File: src/rtl/dm_arbiter_if.sv
// Bundle of both requester ports and the data-memory side of the two-port DM arbiter.
// The arbiter takes the slave view; the requesters and the memory take the master view.
interface dm_arbiter_if #(
  parameter int AW = 32,
  parameter int DW = 32
);
  logic          REQ0;
  logic          LOCK0;
  logic          WE0;
  logic [AW-1:0] A0;
  logic [DW-1:0] WD0;
  logic          ACK0;
  logic [DW-1:0] RD0;

  logic          REQ1;
  logic          LOCK1;
  logic          WE1;
  logic [AW-1:0] A1;
  logic [DW-1:0] WD1;
  logic          ACK1;
  logic [DW-1:0] RD1;

  logic          DMWE;
  logic [AW-1:0] DMA;
  logic [DW-1:0] DMWD;
  logic [DW-1:0] DMRD;

  modport slave (
    input  REQ0, LOCK0, WE0, A0, WD0,
    input  REQ1, LOCK1, WE1, A1, WD1,
    input  DMRD,
    output ACK0, RD0, ACK1, RD1,
    output DMWE, DMA, DMWD
  );

  modport master (
    output REQ0, LOCK0, WE0, A0, WD0,
    output REQ1, LOCK1, WE1, A1, WD1,
    output DMRD,
    input  ACK0, RD0, ACK1, RD1,
    input  DMWE, DMA, DMWD
  );
endinterface

File: src/rtl/dm_arbiter.sv
// Round-robin arbiter sharing the single-port data memory between the CPU (port 0) and DMA (port 1),
// with a bounded burst lock and zero-bubble hand-over; all outputs are combinational from the grant.
module dm_arbiter #(
  parameter int AW        = 32,
  parameter int DW        = 32,
  parameter int MAX_BURST = 4
) (
  input  logic         CLK,
  input  logic         RST,
  dm_arbiter_if.slave  bus
);

  localparam int              BCW  = $clog2(MAX_BURST) + 1;
  localparam logic [BCW-1:0]  BMAX = BCW'(MAX_BURST - 1);

  typedef enum logic [1:0] {
    IDLE = 2'd0,
    G0   = 2'd1,
    G1   = 2'd2
  } state_t;

  state_t         r_state;
  state_t         w_state_nxt;
  logic           r_last;
  logic           w_last_nxt;
  logic [BCW-1:0] r_bcnt;
  logic [BCW-1:0] w_bcnt_nxt;

  logic           w_gnt1;
  logic           w_req_g;
  logic           w_lock_g;
  logic           w_we_g;
  logic           w_req_o;
  logic [AW-1:0]  w_a_g;
  logic [DW-1:0]  w_wd_g;

  // Granted-port view of the request bundle; only meaningful outside IDLE.
  always_comb begin
    w_gnt1   = (r_state == G1);
    w_req_g  = w_gnt1 ? bus.REQ1  : bus.REQ0;
    w_lock_g = w_gnt1 ? bus.LOCK1 : bus.LOCK0;
    w_we_g   = w_gnt1 ? bus.WE1   : bus.WE0;
    w_a_g    = w_gnt1 ? bus.A1    : bus.A0;
    w_wd_g   = w_gnt1 ? bus.WD1   : bus.WD0;
    w_req_o  = w_gnt1 ? bus.REQ0  : bus.REQ1;
  end

  // NOTE: every always_comb output gets a default first so no path can infer a latch.
  always_comb begin
    w_state_nxt = r_state;
    w_last_nxt  = r_last;
    w_bcnt_nxt  = r_bcnt;
    case (r_state)
      IDLE: begin
        w_bcnt_nxt = '0;
        if (bus.REQ0 && bus.REQ1) w_state_nxt = r_last ? G0 : G1;
        else if (bus.REQ0)        w_state_nxt = G0;
        else if (bus.REQ1)        w_state_nxt = G1;
      end
      G0, G1: begin
        if (w_req_g) w_last_nxt = w_gnt1;
        if (w_lock_g && w_req_g && (r_bcnt < BMAX)) begin
          w_bcnt_nxt = r_bcnt + BCW'(1);
        end else begin
          w_bcnt_nxt = '0;
          // The other port takes over directly, so contention never costs an idle cycle.
          if (w_req_o)       w_state_nxt = w_gnt1 ? G0 : G1;
          else if (!w_req_g) w_state_nxt = IDLE;
        end
      end
      default: w_state_nxt = IDLE;
    endcase
  end

  // NOTE: sequential state uses non-blocking assignments so all registers update from pre-edge values.
  always_ff @(posedge CLK or negedge RST) begin
    if (!RST) begin
      r_state <= IDLE;
      r_last  <= 1'b1;
      r_bcnt  <= '0;
    end else begin
      r_state <= w_state_nxt;
      r_last  <= w_last_nxt;
      r_bcnt  <= w_bcnt_nxt;
    end
  end

  // Reset drives the state to IDLE asynchronously, which zeroes every output at once.
  always_comb begin
    bus.ACK0 = 1'b0;
    bus.ACK1 = 1'b0;
    bus.RD0  = '0;
    bus.RD1  = '0;
    bus.DMWE = 1'b0;
    bus.DMA  = '0;
    bus.DMWD = '0;
    if (r_state != IDLE) begin
      bus.DMA  = w_a_g;
      bus.DMWD = w_wd_g;
      bus.DMWE = w_we_g & w_req_g;
      if (w_gnt1) begin
        bus.ACK1 = bus.REQ1;
        bus.RD1  = bus.REQ1 ? bus.DMRD : '0;
      end else begin
        bus.ACK0 = bus.REQ0;
        bus.RD0  = bus.REQ0 ? bus.DMRD : '0;
      end
    end
  end

endmodule

File: src/flat_wrapper.sv
// flat-port wrapper written by rule: the top's interface ports become plain ports
module dm_arbiter_flat 
#(
  parameter int AW        = 32,
  parameter int DW        = 32,
  parameter int MAX_BURST = 4
)
  (CLK, RST, bus_REQ0, bus_LOCK0, bus_WE0, bus_A0, bus_WD0, bus_REQ1, bus_LOCK1, bus_WE1, bus_A1, bus_WD1, bus_DMRD, bus_ACK0, bus_RD0, bus_ACK1, bus_RD1, bus_DMWE, bus_DMA, bus_DMWD);
  dm_arbiter_if #(.AW(AW), .DW(DW)) bus_i ();
  input  logic CLK;
  input  logic RST;
  input wire logic [$bits(bus_i.REQ0)-1:0] bus_REQ0;
  input wire logic [$bits(bus_i.LOCK0)-1:0] bus_LOCK0;
  input wire logic [$bits(bus_i.WE0)-1:0] bus_WE0;
  input wire logic [$bits(bus_i.A0)-1:0] bus_A0;
  input wire logic [$bits(bus_i.WD0)-1:0] bus_WD0;
  input wire logic [$bits(bus_i.REQ1)-1:0] bus_REQ1;
  input wire logic [$bits(bus_i.LOCK1)-1:0] bus_LOCK1;
  input wire logic [$bits(bus_i.WE1)-1:0] bus_WE1;
  input wire logic [$bits(bus_i.A1)-1:0] bus_A1;
  input wire logic [$bits(bus_i.WD1)-1:0] bus_WD1;
  input wire logic [$bits(bus_i.DMRD)-1:0] bus_DMRD;
  output wire logic [$bits(bus_i.ACK0)-1:0] bus_ACK0;
  output wire logic [$bits(bus_i.RD0)-1:0] bus_RD0;
  output wire logic [$bits(bus_i.ACK1)-1:0] bus_ACK1;
  output wire logic [$bits(bus_i.RD1)-1:0] bus_RD1;
  output wire logic [$bits(bus_i.DMWE)-1:0] bus_DMWE;
  output wire logic [$bits(bus_i.DMA)-1:0] bus_DMA;
  output wire logic [$bits(bus_i.DMWD)-1:0] bus_DMWD;
  assign bus_i.REQ0 = bus_REQ0;
  assign bus_i.LOCK0 = bus_LOCK0;
  assign bus_i.WE0 = bus_WE0;
  assign bus_i.A0 = bus_A0;
  assign bus_i.WD0 = bus_WD0;
  assign bus_i.REQ1 = bus_REQ1;
  assign bus_i.LOCK1 = bus_LOCK1;
  assign bus_i.WE1 = bus_WE1;
  assign bus_i.A1 = bus_A1;
  assign bus_i.WD1 = bus_WD1;
  assign bus_i.DMRD = bus_DMRD;
  assign bus_ACK0 = bus_i.ACK0;
  assign bus_RD0 = bus_i.RD0;
  assign bus_ACK1 = bus_i.ACK1;
  assign bus_RD1 = bus_i.RD1;
  assign bus_DMWE = bus_i.DMWE;
  assign bus_DMA = bus_i.DMA;
  assign bus_DMWD = bus_i.DMWD;
  dm_arbiter #(.AW(AW), .DW(DW), .MAX_BURST(MAX_BURST)) u_core (.CLK(CLK), .RST(RST), .bus(bus_i));
endmodule
File: config.mk
export PLATFORM = sky130hd
export DESIGN_NAME = dm_arbiter_flat
export DESIGN_NICKNAME = d
export VERILOG_FILES = /design/src/rtl/dm_arbiter_if.sv /design/src/rtl/dm_arbiter.sv /design/src/flat_wrapper.sv
export SDC_FILE = /design/constraint.sdc
export NUM_CORES = 1
export LEC_CHECK = 0
export BUFFER_PORTS_ARGS = -buffer_cell sky130_fd_sc_hd__buf_2
export CORE_AREA = 2 2 115 117
export DETAILED_ROUTE_END_ITERATION = 8
export DIE_AREA = 0 0 117 119
export HOLD_SLACK_MARGIN = 0.1
export SYNTH_ARGS = -nofsm -noshare
export SYNTH_HDL_FRONTEND = slang
export SYNTH_SLANG_ARGS = --single-unit
File: constraint.sdc
create_clock -name CLK -period 2.1 [get_ports CLK]
set_input_delay 0 -clock CLK [delete_from_list [all_inputs] [get_ports CLK]]
set_output_delay 0 -clock CLK [all_outputs]
set_load 0.03 [all_outputs]
# Word-level counts from Yosys, hierarchy flattened
# Index checks and enable logic that the tools add are counted.
op_classes:
  n_lt_le_gt_ge: 1
  eq_ne: 5
  mul: 0
  bitwise_logic: 1
  reduce_logical: 9
  div_mod_pow: 0
  shift: 0
  addsub: 1
  mux: 30
ops:
  columns: ["operator", "n"]
  rows:
  - ["$mux W32", 10]
  - ["$mux W2", 8]
  - ["$mux W1", 9]
  - ["$pmux W3 S2", 1]
  - ["$ne A4 B3 Y1 const B", 1]
  - ["$pmux W2 S2", 1]
  - ["$reduce_bool A2 Y1", 2]
  - ["$add A3 B1 Y3 const B", 1]
  - ["$logic_and A1 B1 Y1", 3]
  - ["$lt A3 B2 Y1 const B", 1]
  - ["$mux W3", 1]
  - ["$ne A3 B3 Y1 const B", 1]
  - ["$reduce_and A3 Y1", 1]
  - ["$eq A2 B1 Y1 const B", 1]
  - ["$eq A2 B2 Y1 const B", 1]
  - ["$logic_not A2 Y1", 1]
  - ["$ne A2 B2 Y1 const B", 1]
  - ["$reduce_and A2 Y1", 1]
  - ["$reduce_or A2 Y1", 1]
  - ["$and A1 B1 Y1", 1]
word_totals:
  elab_cells: 50
  latchBits: 0
  ramBits: 0
  out_inout_bits: 131
  romBits: 0
  reg_bits: 6
  inputBits: 168
  n_memories: 0

# Longest topological paths before layout
depth:
  depth_word: 6
  depth_mapped: 7
  ltp_nobuf: 6

# Worst setup path after synthesis
# No wires, ideal clock.
synth_timing:
  path_kind: "reg-to-output"
  from: "reg u_core.r_state[0]"
  to: "out bus_RD1[22]"
  path_stages_with_launch: 7
  slack_ns: 0.305
  required_time_ns: 2.100
  path_buffers: 1
  t_arrival_ns: 1.795
  path_cell_list: "dfrtp_1 -> inv_1 -> ha_1 -> nand2_1 -> nor2_1 -> clkbuf_1 -> and2_1"
synth_via:
  elab_chain_len: 3
  word_cells_on_any_way: 4
  cone_classes: "eq/ne: 1; mux: 2; reduce/logical: 1"
synth_lines:
  columns: ["element", "line", "rtl"]
  rows:
  - ["start, declared", "dm_arbiter.sv:22", "state_t r_state;"]
  - ["start signal, assigned", "dm_arbiter.sv:82", "r_state <= w_state_nxt;"]
  - ["$eq A2 B2 Y1", "dm_arbiter.sv:39", "w_gnt1 = (r_state == G1);"]
  - ["$mux W32", "dm_arbiter.sv:101", "if (w_gnt1) begin"]
  - ["$mux W32 *", "dm_arbiter.sv:97", "if (r_state != IDLE) begin"]
  - ["end, declared", "flat_wrapper.sv:26", "output wire logic [$bits(bus_i.RD1)-1:0] bus_RD1;"]
# Mark *: on every way between the ends. The rest lies on a longest branch, timed or not.

# Final worst setup path
layout_timing:
  from: "reg u_core.r_state[0]"
  to: "out bus_DMA[23]"
layout_via:
  elab_chain_len: 3
  word_cells_on_any_way: 4
  cone_classes: "eq/ne: 1; mux: 2; reduce/logical: 1"
layout_lines:
  columns: ["element", "line", "rtl"]
  rows:
  - ["$eq A2 B2 Y1", "dm_arbiter.sv:39", null]
  - ["net u_core.w_gnt1", "dm_arbiter.sv:29", "logic w_gnt1;"]
  - ["$mux W32", "dm_arbiter.sv:43", "w_a_g = w_gnt1 ? bus.A1 : bus.A0;"]
  - ["$mux W32", "dm_arbiter.sv:97", null]
  - ["end, declared", "flat_wrapper.sv:28", "output wire logic [$bits(bus_i.DMA)-1:0] bus_DMA;"]
# The timed path passes the listed nets, and every way through them passes these cells.

==> impl_metrics.py <==
metrics = {
    "synth": {
        "synth.distinct_cells": 30,
        "ys_top_cells_by_area": "mux2i_1 (34%), and2_1 (21%), nor2_1 (13%), dfrtp_1 (6.6%), ha_1 (3.3%)",
        "post-synth-top-count-cell": "nor2_1",
        "synth_edf_count": 0,
        "synth_cells": 274,
        "netlist.area_leader.share_pct": 34.41,
        "ys_seq_area_share_pct": 8.008,
        "ys_top_cells_by_count": "nor2_1 (66), mux2i_1 (65), and2_1 (63)",
        "synth_top_area_cell": "mux2i_1",
        "synth-seq-cells": 6,
        "ys_warn_count": 0,
        "synthArstFlopShare_pct": 100.0,
        "syn_area_sq_mm": 0.001891,
        "synth_ff_type": "dfrtp_1",
        "syn-num-nets": 447,
        "synth_area_per_cell_sq_um": 6.900,
    },
    "sta": {
        "fmax_ghz": 0.5158,
        "drv_slew": 0,
        "setup_viol": 0,
        "period_minus_slack_ns": 1.939,
        "whs_ns": 0.1461,
        "report.final.hold_viol_count": 0,
        "skew_ns": 0.004311,
        "max_slew_margin_pct": 74.20,
        "finalCritPeriodShare_pct": 92.32,
        "rsz0062_at_grt": "false",
        "setup_tns_ns": 0,
        "worst_pin_slew_ns": 0.3870,
    },
    "clocking": {
        "cts-root-buf": "clkbuf_16",
        "clockBufferDepth": 2,
        "tritoncts": "built",
        "cts_sinks": 6,
        "postCtsSetupRepairBufs": 0,
        "insertion_delay_ns": 0.23,
        "numCtsBuffers": 3,
        "path_clk_slew_ns": 0.04,
        "htreeDepth": 1,
    },
    "worst_setup_path": {
        "path_max_fanout": 27,
        "required_ns": 2.10,
        "ff2ff_setup_slack_ns": 0.29,
        "endpoint": "bus_DMA[23]",
        "reg2reg_to": "u_core.r_state[1]$_DFFE_PN0P_",
        "r2r-start": "u_core.r_state[0]$_DFFE_PN0P_",
        "r2r_cells": 6,
        "endpoint_kind": "primary output",
        "crit_type": "reg -> out",
        "arrival_ns": 1.94,
        "cp-startpoint": "u_core.r_state[0]$_DFFE_PN0P_",
        "start_kind": "register",
    },
    "cells_and_area": {
        "area_growth_pct": 94.18,
        "antenna_cells": 0,
        "multiInputGateArea_sq_mm": 0.001638,
        "drive_gt1_share_pct": 56.55,
        "seq_area_sq_um": 151.4,
        "final_nets": 731,
        "num-fill-cells": 1424,
    },
    "die": {
        "core_area_sq_mm": 0.01287,
        "fp.dieW_um": 117,
        "die_h_um": 119,
        "die_area_sq_mm": 0.01392,
        "initial_core_util_pct": 14.68,
        "rows": 42,
        "ios": 299,
    },
    "run_status": {
        "status": "completed",
    },
    "routing": {
        "viasPerCell": 4.007,
        "drc": 0,
        "avgRoutedWirePerCell_um": 12.86,
        "vias": 2937,
        "drt_iter0_drc": 109,
        "detail-route-antenna-nets": 0,
        "drtPass1Iterations": 4,
        "wirelength_um": 9424,
    },
    "placement": {
        "hpwl_um": 8016,
        "routabilityCongestion": 0.7581,
        "io_buffers": 298,
    },
    "power_and_ir_drop": {
        "pwr_density_cell_mw_per_mm2": 1358,
        "power.leakage_nw": 2.262,
        "irDropWorstVdd_mv": 0.5005,
    },
    "grt": {
        "antenna_found_initial": 1,
        "grt_pass1_vias": 2515,
        "grt_use_total_pct": 11.61,
        "grt-ovfl-total": 0,
        "grt_max_degree": 40,
        "grt_pass1_wl_um": 12790,
    },
    "hold_path": {
        "hold_path.class": "in -> async",
    },
    "flow_run": {
        "maxCapViolCount": 0,
    },
}
==> layer usage <==
layer | up-vias | GRT usage, % | share of wire (%)
met5 | - | 0 | 0
met4 | 0 | 1.471 | 0.48
met3 | 6 | 0.9669 | 8.6
met2 | 195 | 21.82 | 49
met1 | 1258 | 14.53 | 42
li1 | 1478 | - | -
==> cell families (layout without fill, tap and decap cells) <==
family          Yosys count  after routing  synth area share, %
buf+inv                  28            311                6.551
compound gates           17             17                6.155
simple gates            153            153                41.56
fa+ha+maj                 5              5                3.309
mux                      65             65                34.41
flops                     6              6                8.008
==> metrics by stage <==
step,setup WS [ns],cell area (sq um),std cells,power (W),util [%]
4_1_cts,0.02666,3665,733,0.005017,28.46
2_1_floorplan,0.3050,1891,274,0.003457,-
6_report,0.1614,3671,733,0.004985,28.51
5_1_grt,0.02496,3671,733,0.005326,28.51
3_5_place_dp,0.2673,3576,728,0.004678,27.77
3_3_place_gp,0.2916,3576,728,0.004674,27.77
==> flip-flops by register name, summed over array words and instances, names as in the netlist <==
| name | flops |
|---|---|
| u_core.r_last | 1 |
| u_core.r_bcnt | 3 |
| u_core.r_state | 2 |
==> worst min-delay path by stage <==
| stage | startpoint | to | cells after the start |
|---|---|---|---|
| floorplan | RST | u_core.r_bcnt[0]$_DFFE_PN0P_ | 0 |
| global placement | RST | u_core.r_bcnt[2]$_DFFE_PN0P_ | 1 |
| detailed placement | RST | u_core.r_bcnt[2]$_DFFE_PN0P_ | 1 |
| CTS | RST | u_core.r_bcnt[2]$_DFFE_PN0P_ | 2 |
| global route | RST | u_core.r_bcnt[1]$_DFFE_PN0P_ | 2 |
| finish | RST | u_core.r_bcnt[2]$_DFFE_PN0P_ | 2 |
==> cell usage in the layout, fill, tap and decap left out, types with 3 or more instances in the layout <==
master / count
nor2_1: 65
mux2i_1: 65
ha_1: 3
nand2_1: 10
clkbuf_16: 3
dfrtp_1: 5
buf_2: 298
and2_1: 63
a21oi_1: 6
buf_4: 3
o21ai_0: 4
==> layout make-up <==
| cell class | instances | share of cell area, % |
|---|---|---|
| sequential | 6 | 4.124 |
| multi-input combinational | 240 | 44.61 |
| clock buffer | 4 | 2.147 |
| inverter | 2 | 0.2045 |
| timing repair buffer | 305 | 42.91 |
| tap | 176 | 5.999 |
==> critical path, cell delays in order, from the launching register on <==
cell and delay (ns):
dfrtp_1 0.38, inv_1 0.15, ha_4 0.31, buf_6 0.34, mux2i_1 0.28, nor2_1 0.05, buf_2 0.18
==> report_power, final <==
| group | switching [W] | internal [W] | leakage (nW) | total [W] |
|---|---|---|---|---|
| Sequential | 0.0000340 | 0.000151 | 0.0774 | 0.000185 |
| Clock | 0.0000633 | 0.000252 | 0.0382 | 0.000315 |
| Combinational | 0.00298 | 0.00151 | 2.15 | 0.00448 |
| Total | 0.00308 | 0.00191 | 2.26 | 0.00498 |
==> timing repair <==
action                                 CTS  global route
hold buffers                             1             0
endpoints found under the hold margin    6             0
setup endpoints to repair                0            54
gates resized for setup                  0             2
No activity file was read; power rests on OpenSTA's default activity.
